### src/rtl/uart_pkg.sv
// -----------------------------------------------------------------------------
// uart_pkg -- shared definitions for the hex-printing UART front end.
//
// Contents:
//   state_e        : FSM state encoding (IDLE, SEND, GAP)
//   ASCII_*        : character constants used by the digit mapper and the
//                    optional CR/LF terminator
// -----------------------------------------------------------------------------
package uart_pkg;

    typedef enum logic [1:0] {
        IDLE = 2'd0,
        SEND = 2'd1,
        GAP  = 2'd2
    } state_e;

    localparam logic [7:0] ASCII_ZERO    = 8'h30;
    localparam logic [7:0] ASCII_UPPER_A = 8'h41;
    localparam logic [7:0] ASCII_LOWER_A = 8'h61;
    localparam logic [7:0] ASCII_CR      = 8'h0D;
    localparam logic [7:0] ASCII_LF      = 8'h0A;

endpackage : uart_pkg

### src/rtl/hex_to_ascii.sv
// -----------------------------------------------------------------------------
// hex_to_ascii -- purely combinational nibble to ASCII hex digit mapper.
//
// Parameters:
//   UPPERCASE : 1 -> 'A'..'F', 0 -> 'a'..'f'
// Ports:
//   nibble_i [3:0] : value 0..15
//   ascii_o  [7:0] : '0'..'9' for 0..9, letter for 10..15
// -----------------------------------------------------------------------------
module hex_to_ascii
    import uart_pkg::*;
#(
    parameter int UPPERCASE = 1
) (
    input  logic [3:0] nibble_i,
    output logic [7:0] ascii_o
);

    localparam logic [7:0] LETTER_BASE = (UPPERCASE != 0) ? ASCII_UPPER_A : ASCII_LOWER_A;

    always_comb begin
        if (nibble_i < 4'd10) begin
            ascii_o = ASCII_ZERO + {4'b0000, nibble_i};
        end else begin
            ascii_o = LETTER_BASE + {4'b0000, nibble_i} - 8'd10;
        end
    end

endmodule : hex_to_ascii

### src/rtl/uart_hex_tx.sv
// -----------------------------------------------------------------------------
// uart_hex_tx -- prints a word as ASCII hex digits, one byte strobe at a time,
// into a byte-wide UART transmitter.
//
// Parameters:
//   NIBBLES    : hex digits per word (1..8), most-significant first
//   UPPERCASE  : 1 -> 'A'..'F', 0 -> 'a'..'f'
//   GAP_CYCLES : idle cycles after each strobe before tx_free is looked at (1..15)
// Build option:
//   UART_HEX_TX_CRLF_EN : when defined, every word is followed by 0x0D 0x0A
// Ports:
//   clk           : clock, rising edge
//   rst           : synchronous active-high reset
//   in_data[31:0] : word to print (low 4*NIBBLES bits used)
//   in_valid      : in_data offered
//   in_ready      : word accepted this cycle if in_valid (FSM idle)
//   tx_free       : transmitter can take a byte
//   tx_data[7:0]  : ASCII byte, stable from its strobe until the next strobe
//   tx_data_valid : single-cycle strobe qualifying tx_data
//   busy          : a word is being emitted
// -----------------------------------------------------------------------------
module uart_hex_tx
    import uart_pkg::*;
#(
    parameter int NIBBLES    = 8,
    parameter int UPPERCASE  = 1,
    parameter int GAP_CYCLES = 2
) (
    input  logic        clk,
    input  logic        rst,
    input  logic [31:0] in_data,
    input  logic        in_valid,
    output logic        in_ready,
    input  logic        tx_free,
    output logic [7:0]  tx_data,
    output logic        tx_data_valid,
    output logic        busy
);

`ifdef UART_HEX_TX_CRLF_EN
    localparam int TOTAL_BYTES = NIBBLES + 2;
`else
    localparam int TOTAL_BYTES = NIBBLES;
`endif

    // The word is left-aligned on acceptance so the next digit is always
    // word_q[31:28], whatever NIBBLES is.
    localparam int ALIGN_SHIFT = 32 - 4 * NIBBLES;

    state_e      state_q, state_d;
    logic [31:0] word_q, word_d;
    logic [3:0]  idx_q, idx_d;
    logic [3:0]  gap_q, gap_d;
    logic [7:0]  tx_hold_q, tx_hold_d;

    logic        accept;
    logic        strobe;
    logic [7:0]  digit_ascii;
    logic [7:0]  cur_byte;

    hex_to_ascii #(
        .UPPERCASE (UPPERCASE)
    ) u_hex_to_ascii (
        .nibble_i (word_q[31:28]),
        .ascii_o  (digit_ascii)
    );

    assign accept = in_valid && (state_q == IDLE);
    // Reset gates the strobe so a word abandoned by rst emits nothing more,
    // not even in the cycle rst is sampled.
    assign strobe = (state_q == SEND) && tx_free && !rst;

    // Byte selection: hex digits first, then the optional terminator.
    always_comb begin
`ifdef UART_HEX_TX_CRLF_EN
        if (idx_q == 4'(NIBBLES)) begin
            cur_byte = ASCII_CR;
        end else if (idx_q > 4'(NIBBLES)) begin
            cur_byte = ASCII_LF;
        end else begin
            cur_byte = digit_ascii;
        end
`else
        cur_byte = digit_ascii;
`endif
    end

    // ---------------------------------------------------------------- state reg
    // NOTE: reset is synchronous, so it lives inside the clocked branch and the
    // sensitivity list holds only the clock edge.
    always_ff @(posedge clk) begin
        if (rst) begin
            state_q <= IDLE;
        end else begin
            state_q <= state_d;
        end
    end

    // ---------------------------------------------------------------- next state
    // NOTE: every combinational output gets a default first so no path leaves
    // it unassigned, which would otherwise infer a latch.
    always_comb begin
        state_d = state_q;
        unique case (state_q)
            IDLE: if (in_valid) state_d = SEND;
            SEND: if (tx_free)  state_d = GAP;
            GAP: begin
                if (gap_q == 4'd0) begin
                    state_d = (idx_q == 4'(TOTAL_BYTES)) ? IDLE : SEND;
                end
            end
            default: state_d = IDLE;
        endcase
    end

    // ---------------------------------------------------------------- outputs
    always_comb begin
        in_ready      = (state_q == IDLE);
        busy          = (state_q != IDLE);
        tx_data_valid = strobe;
        // The new byte must be visible in its own strobe cycle; afterwards
        // the registered copy keeps it stable until the next strobe.
        tx_data       = strobe ? cur_byte : tx_hold_q;
    end

    // ---------------------------------------------------------------- datapath
    always_comb begin
        word_d    = word_q;
        idx_d     = idx_q;
        gap_d     = gap_q;
        tx_hold_d = tx_hold_q;
        if (accept) begin
            word_d = in_data << ALIGN_SHIFT;
            idx_d  = 4'd0;
        end
        if (strobe) begin
            word_d    = word_q << 4;
            idx_d     = idx_q + 4'd1;
            gap_d     = 4'(GAP_CYCLES - 1);
            tx_hold_d = cur_byte;
        end
        if ((state_q == GAP) && (gap_q != 4'd0)) begin
            gap_d = gap_q - 4'd1;
        end
    end

    // NOTE: state registers are updated with non-blocking assignments so every
    // flop samples the pre-edge values of its peers.
    always_ff @(posedge clk) begin
        if (rst) begin
            word_q    <= '0;
            idx_q     <= '0;
            gap_q     <= '0;
            tx_hold_q <= '0;
        end else begin
            word_q    <= word_d;
            idx_q     <= idx_d;
            gap_q     <= gap_d;
            tx_hold_q <= tx_hold_d;
        end
    end

endmodule : uart_hex_tx

### config.mk
export PLATFORM = sky130hd
export DESIGN_NAME = uart_hex_tx
export DESIGN_NICKNAME = d
export VERILOG_FILES = /design/src/rtl/uart_pkg.sv /design/src/rtl/hex_to_ascii.sv /design/src/rtl/uart_hex_tx.sv
export SDC_FILE = /design/constraint.sdc
export NUM_CORES = 1
export LEC_CHECK = 0
export ABC_AREA = 1
export CELL_PAD_IN_SITES_DETAIL_PLACEMENT = 0
export CELL_PAD_IN_SITES_GLOBAL_PLACEMENT = 2
export CORE_ASPECT_RATIO = 1.75
export CORE_MARGIN = 8
export CORE_UTILIZATION = 30
export DETAILED_ROUTE_END_ITERATION = 10
export PLACE_DENSITY = 0.9
export SYNTH_ARGS = -nofsm -noshare
export SYNTH_HDL_FRONTEND = slang
export SYNTH_SLANG_ARGS = --single-unit
### constraint.sdc
create_clock -name clk -period 5.2 [get_ports clk]
set_input_delay 1.56 -clock clk [delete_from_list [all_inputs] [get_ports clk]]
set_output_delay 1.56 -clock clk [all_outputs]
set_load 0.005 [all_outputs]
==> impl_metrics.json, run 1 <==
{
  "first_pass_iters": 4,
  "synth-edff-count": 0,
  "relSlewSlack_pct": 55.20,
  "grt_overflow": 0,
  "r2r.worst_path.cells": 6,
  "ant_nets": 0,
  "holdPathEnd": "tx_hold_q[7]",
  "post-cts-setup-buffers": 0,
  "nets": 480,
  "fp.dieH_um": 141.1,
  "diodes": 0,
  "min_path_type": "reg2reg",
  "synth_adder_area_share_pct": 1.867,
  "netlist.area_leader.share_pct": 37.33,
  "hold_buffers": 0,
  "cp.arrival_ns": 3.26,
  "synth_top_family_by_area": "simple AND/OR/NAND/NOR gates",
  "synthXorXnorAreaFrac_pct": 0.6533,
  "syn_nets": 450,
  "start_util_pct": 30.92,
  "io_buffer_count": 46,
  "yosysWarnings": 0,
  "antenna_found_initial": 0,
  "dp_hpwl_um": 4897,
  "hp-start": "tx_hold_q[7]",
  "cts-buffers-inserted": 5,
  "postLayoutCellArea_mm2": 0.003353,
  "clock_path_buffers": 2,
  "syn_inst": 410,
  "setup_viol": 0,
  "grt_pass1_vias": 2603,
  "chipWidth_um": 87.47,
  "synthSimpleGateAreaFrac_pct": 36.86,
  "synth-seq-cells": 50,
  "status": "finished clean",
  "final.setup.tns_ns": 0,
  "async_flop_share_pct": 0,
  "critPathCaptureType": "output pin",
  "vias": 2703,
  "placedInstanceArea_mm2": 0.003206,
  "clock.fmax_mhz": 207.7,
  "syn_area_mm2": 0.002681,
  "total_leakage_power_nw": 1.417,
  "cp_top_family": "buffers and inverters",
  "hold_viol": 0,
  "muxShareOfSynthArea_pct": 0,
  "fin_skew_ns": 0.005363,
  "cts_max_level": 2,
  "io_pins": 47,
  "ys.flop_type": "dfxtp_1",
  "maxCapViolations": 0,
  "insertion_delay_ns": 0.29,
  "drive_gt1_share_pct": 4.762,
  "syn-mean-instance-area_um2": 6.540,
  "seq_area_frac_synth_pct": 37.33,
  "period_share_pct": 92.61,
  "synthTopCellsByArea": "dfxtp_1 37%, nand3_1 13%, nand2_1 13%",
  "ir_worst_vdd_mv": 0.1275,
  "rr_startpoint": "state_q[0]",
  "worstMarginPinSlew_ns": 0.6703,
  "synth_compound_area_share_pct": 9.893,
  "path_cells": "clkdlybuf4s50_1 -> nand2_1 -> nor2_2 -> nand2_1 -> o21ai_0 -> inv_1 -> clkdlybuf4s50_1",
  "synth.distinct_cells": 21,
  "path_clk_slew_ns": 0.06,
  "detailedRoute.firstIterationViolations": 141,
  "holdPathStages": 2,
  "clkSinkCount": 50,
  "r2r-end": "word_q[1]",
  "crit_type": "in2out",
  "drc": 0,
  "syn_to_final_growth_pct": 25.06,
  "crit_required_ns": 3.64,
  "setup.worst_path.start": "tx_free",
  "core_area_mm2": 0.008671,
  "power.density_mw_per_mm2": 292.2,
  "rsz0062_at_grt": "false",
  "crit_path_max_fanout": 7,
  "viasPerCell": 4.844,
  "cts_tree": "yes",
  "crit_buf_inv": 3,
  "dieArea_mm2": 0.01234,
  "yosys.area.top_type": "dfxtp_1",
  "crit_path_top_delay_cell": "clkdlybuf4s50_1",
  "grt_pass1_wl_um": 12080,
  "start_kind": "input pin",
  "gp_congestion": 0.7288,
  "cts_root_buffer": "clkbuf_16",
  "rrSetupSlack_ns": 3.18,
  "period_minus_slack_ns": 4.816,
  "wl_per_cell_um": 12.94,
  "drt_wl_total_um": 7219,
  "slew_violations": 0,
  "grtUsageTotal_pct": 12.05,
  "ctsResizeCount": 0,
  "slowest_delay_ns": 0.54,
  "grt_max_degree": 64,
  "num_rows": 45
}
==> per-layer routing <==
metal  global-route usage, %  wire length [um]  vias up
met4                   3.741               102        0
met1                   13.14              3117     1257
met5                       0                 0        -
met3                   2.503               196        7
li1                        -                 -     1402
met2                   22.07              3802       37
==> layout make-up <==
| type | instances | area, um2 |
|---|---|---|
| Clock buffer | 7 | 142.6 |
| Clock inverter | 1 | 5.005 |
| Fill cell | 1003 | 5318 |
| Inverter | 55 | 206.4 |
| Multi-Input combinational cell | 273 | 1324 |
| Sequential cell | 50 | 1001 |
| Tap cell | 117 | 146.4 |
| Timing Repair Buffer | 55 | 528.0 |
==> placed cells by master (no fill, tap or decap), types with 2 or more instances in the layout <==
cell             netlist  final
ha_1                   4      4
clkbuf_16              0      5
clkdlybuf4s50_1        0     46
a21oi_1               42     42
nand3_1               70     70
dfxtp_1               50     50
buf_4                  3      9
nor2_1                19     18
o21ai_0                4      4
a211oi_1               4      4
nor2_2                 2      3
inv_1                 54     54
nand2_1               93     93
xor2_1                 2      2
nand4_1               29     29
==> cells in the mapped netlist (2+ instances only) <==
cell type / count
nand2_1: 93
nand3_1: 70
inv_1: 54
dfxtp_1: 50
a21oi_1: 42
nand4_1: 29
nor2_1: 19
buf_2: 17
clkbuf_1: 9
a211oi_1: 4
ha_1: 4
o21ai_0: 4
buf_1: 3
buf_4: 3
nor2_2: 2
xor2_1: 2
==> worst register-to-register path, cell delays in order, from the launching register on <==
cell and delay [ns]:
dfxtp_1 0.42, nor2_2 0.06, buf_4 0.24, nand2_1 0.55, buf_4 0.37, nor2_1 0.09, a211oi_1 0.21
==> power breakdown <==
part	switching [mW]	total, mW	internal, mW
clock	0.142	0.334	0.191
combinational	0.125	0.214	0.0895
sequential	0.0177	0.432	0.415
total	0.285	0.980	0.695
==> worst max path at each step <==
stage / to / cells past startpoint
after floorplan: tx_data[1] / 6
after global placement: tx_data[6] / 7
after detailed placement: tx_data[6] / 7
after CTS: tx_data[6] / 7
after global routing: tx_data[6] / 7
final: tx_data[6] / 7
==> cell families (layout without fill, tap and decap cells) <==
kind of cell / after synthesis / in the layout
adders and majority gates: 4 / 4
buffers and inverters: 87 / 118
AOI/OAI and AO/OA: 51 / 51
DFF: 50 / 50
xor gates and xnor gates: 2 / 2
and+or+nand+nor: 216 / 216
==> through the flow <==
step	power (mW)	hold WS, ns	util [%]	instances	setup slack (ns)
final	0.9800	0.4346	38.67	558	0.3843
after global routing	1.033	0.4484	38.67	558	0.2234
after CTS	0.9931	0.4371	38.67	558	0.3526
after detailed placement	0.6581	0.4267	36.97	550	0.3644
after global placement	0.6556	0.4298	36.97	550	0.3972
after floorplan	0.5798	0.4164	-	410	1.303
==> registers in the layout, indices dropped and copies added (netlist names) <==
name / count
idx_q: 4
gap_q: 4
state_q: 2
tx_hold_q: 8
word_q: 32
Power figures use the tool's default switching activity.
==> run 2, diff against run 1 <==
--- a/config.mk
+++ b/config.mk
@@ -6,12 +6,14 @@
 export NUM_CORES = 1
 export LEC_CHECK = 0
 export ABC_AREA = 1
+export CAP_MARGIN = 0
 export CELL_PAD_IN_SITES_DETAIL_PLACEMENT = 0
 export CELL_PAD_IN_SITES_GLOBAL_PLACEMENT = 2
 export CORE_ASPECT_RATIO = 1.75
 export CORE_MARGIN = 8
 export CORE_UTILIZATION = 30
 export DETAILED_ROUTE_END_ITERATION = 10
+export MAX_ROUTING_LAYER = met4
 export PLACE_DENSITY = 0.9
 export SYNTH_ARGS = -nofsm -noshare
 export SYNTH_HDL_FRONTEND = slang
==> run 2 against run 1 <==
  * Utilization did not move
  * Largest power group unchanged
  * Critical path depth did not move
  * Cell area did not move
  * Critical path type unchanged
  * Hold slack barely moved
==> impl_metrics.json, run 2 (same netlist as run 1, synthesis figures left out) <==
{
  "status": "finished clean",
  "crit_type": "in2out",
  "r2r.worst_path.cells": 6,
  "cts_tree": "yes",
  "crit_required_ns": 3.64,
  "core_area_mm2": 0.008671,
  "drc": 0,
  "clkSinkCount": 50,
  "viasPerCell": 4.858,
  "fin_ws_ns": 0.3809,
  "io_pins": 47,
  "ctsResizeCount": 0,
  "cts_max_level": 2,
  "fin_skew_ns": 0.005201,
  "antenna_found_initial": 0,
  "crit_path_max_fanout": 7,
  "largest_register_ffs": 32,
  "drt_wl_total_um": 7191,
  "power.density_mw_per_mm2": 291.7,
  "rsz0062_at_grt": "false",
  "insertion_delay_ns": 0.29,
  "dp_hpwl_um": 4897,
  "cp_top_family": "buffers and inverters",
  "ant_nets": 0,
  "relSlewSlack_pct": 54.96,
  "path_cells": "clkdlybuf4s50_1 -> nand2_1 -> nor2_2 -> nand2_1 -> o21ai_0 -> inv_1 -> clkdlybuf4s50_1",
  "placedInstanceArea_mm2": 0.003206,
  "slowest_delay_ns": 0.55,
  "cp.arrival_ns": 3.26,
  "worstMarginPinSlew_ns": 0.6739,
  "cts-buffers-inserted": 5,
  "cts_root_buffer": "clkbuf_16",
  "largestRegisters": "word_q x32, tx_hold_q x8",
  "dieArea_mm2": 0.01234,
  "period_share_pct": 92.67,
  "grtUsageTotal_pct": 12.37,
  "total_leakage_power_nw": 1.417,
  "regMostFlops": "word_q",
  "drive_gt1_share_pct": 4.762,
  "layout_common_cells": "93 x nand2_1, 70 x nand3_1, 54 x inv_1",
  "ir_worst_vdd_mv": 0.1273,
  "gp_congestion": 0.7375,
  "worst-path-stages": 7,
  "fp.dieH_um": 141.1,
  "min_path_type": "reg2reg",
  "detailedRoute.firstIterationViolations": 129,
  "final_util_pct": 38.67,
  "mostFrequentLayoutCell": "nand2_1",
  "postLayoutCellArea_mm2": 0.003353,
  "hold_buffers": 0,
  "path_clk_slew_ns": 0.06,
  "grt_overflow": 0,
  "io_buffer_count": 46,
  "first_pass_iters": 4,
  "diodes": 0,
  "hold_ws_ns": 0.4345,
  "start_kind": "input pin",
  "vias": 2711,
  "final.setup.tns_ns": 0,
  "slew_violations": 0,
  "holdPathStages": 2,
  "grt_max_degree": 64,
  "dp_cells": 550,
  "crit_path_top_delay_cell": "clkdlybuf4s50_1",
  "chipWidth_um": 87.47,
  "grt_pass1_vias": 2600,
  "place_ws_ns": 0.3644,
  "total_power_mw": 0.9783,
  "clock_path_buffers": 2,
  "instances_no_fill": 558,
  "wl_per_cell_um": 12.89,
  "nets": 480,
  "critPathCaptureType": "output pin",
  "num_rows": 45,
  "maxCapViolations": 0,
  "clock.fmax_mhz": 207.5,
  "syn_to_final_growth_pct": 25.06,
  "post-cts-setup-buffers": 0,
  "period_minus_slack_ns": 4.819,
  "setup_viol": 0,
  "grt_pass1_wl_um": 12080,
  "crit_buf_inv": 3,
  "start_util_pct": 30.92,
  "hold_viol": 0
}
run 2: cell counts in the layout (fill, tap and decap cells not counted):
Identical to the previous run, type by type.
run 2: worst min-delay path: cells and delay by family, from the launching register on:
| family | cells | cell delay [ns] |
|---|---|---|
| flip-flops | 1 | 0.30 |
| buffers and inverters | 1 | 0.06 |
| AND/OR/NAND/NOR | 1 | 0.04 |
run 2: final timing paths:
check	slack (ns)	end	startpoint
worst min register to register	0.43	tx_hold_q[7]	tx_hold_q[7]
worst min-delay path	0.43	tx_hold_q[7]	tx_hold_q[7]
worst max register to register	3.18	word_q[1]	state_q[0]
worst max-delay path	0.38	tx_data[6]	tx_free
run 2: where the power goes:
part,internal [mW],switching (mW),total (mW)
clock,0.191,0.141,0.332
sequential,0.415,0.0176,0.432
combinational,0.0895,0.124,0.214
total,0.695,0.283,0.978
run 2: routing by layer:
layer	global-route usage, %	vias up	part of all wire, %
met5	-	-	0
met4	3.741	0	1.4
met3	2.328	7	2.9
met2	22.03	39	53
met1	13.28	1264	43
li1	-	1401	-
run 2: final cells by class:
class	instances	area, um2
Multi-Input combinational cell	273	1324
Tap cell	117	146.4
Timing Repair Buffer	55	528.0
Clock buffer	7	142.6
Sequential cell	50	1001
Inverter	55	206.4
Clock inverter	1	5.005
Fill cell	1003	5318
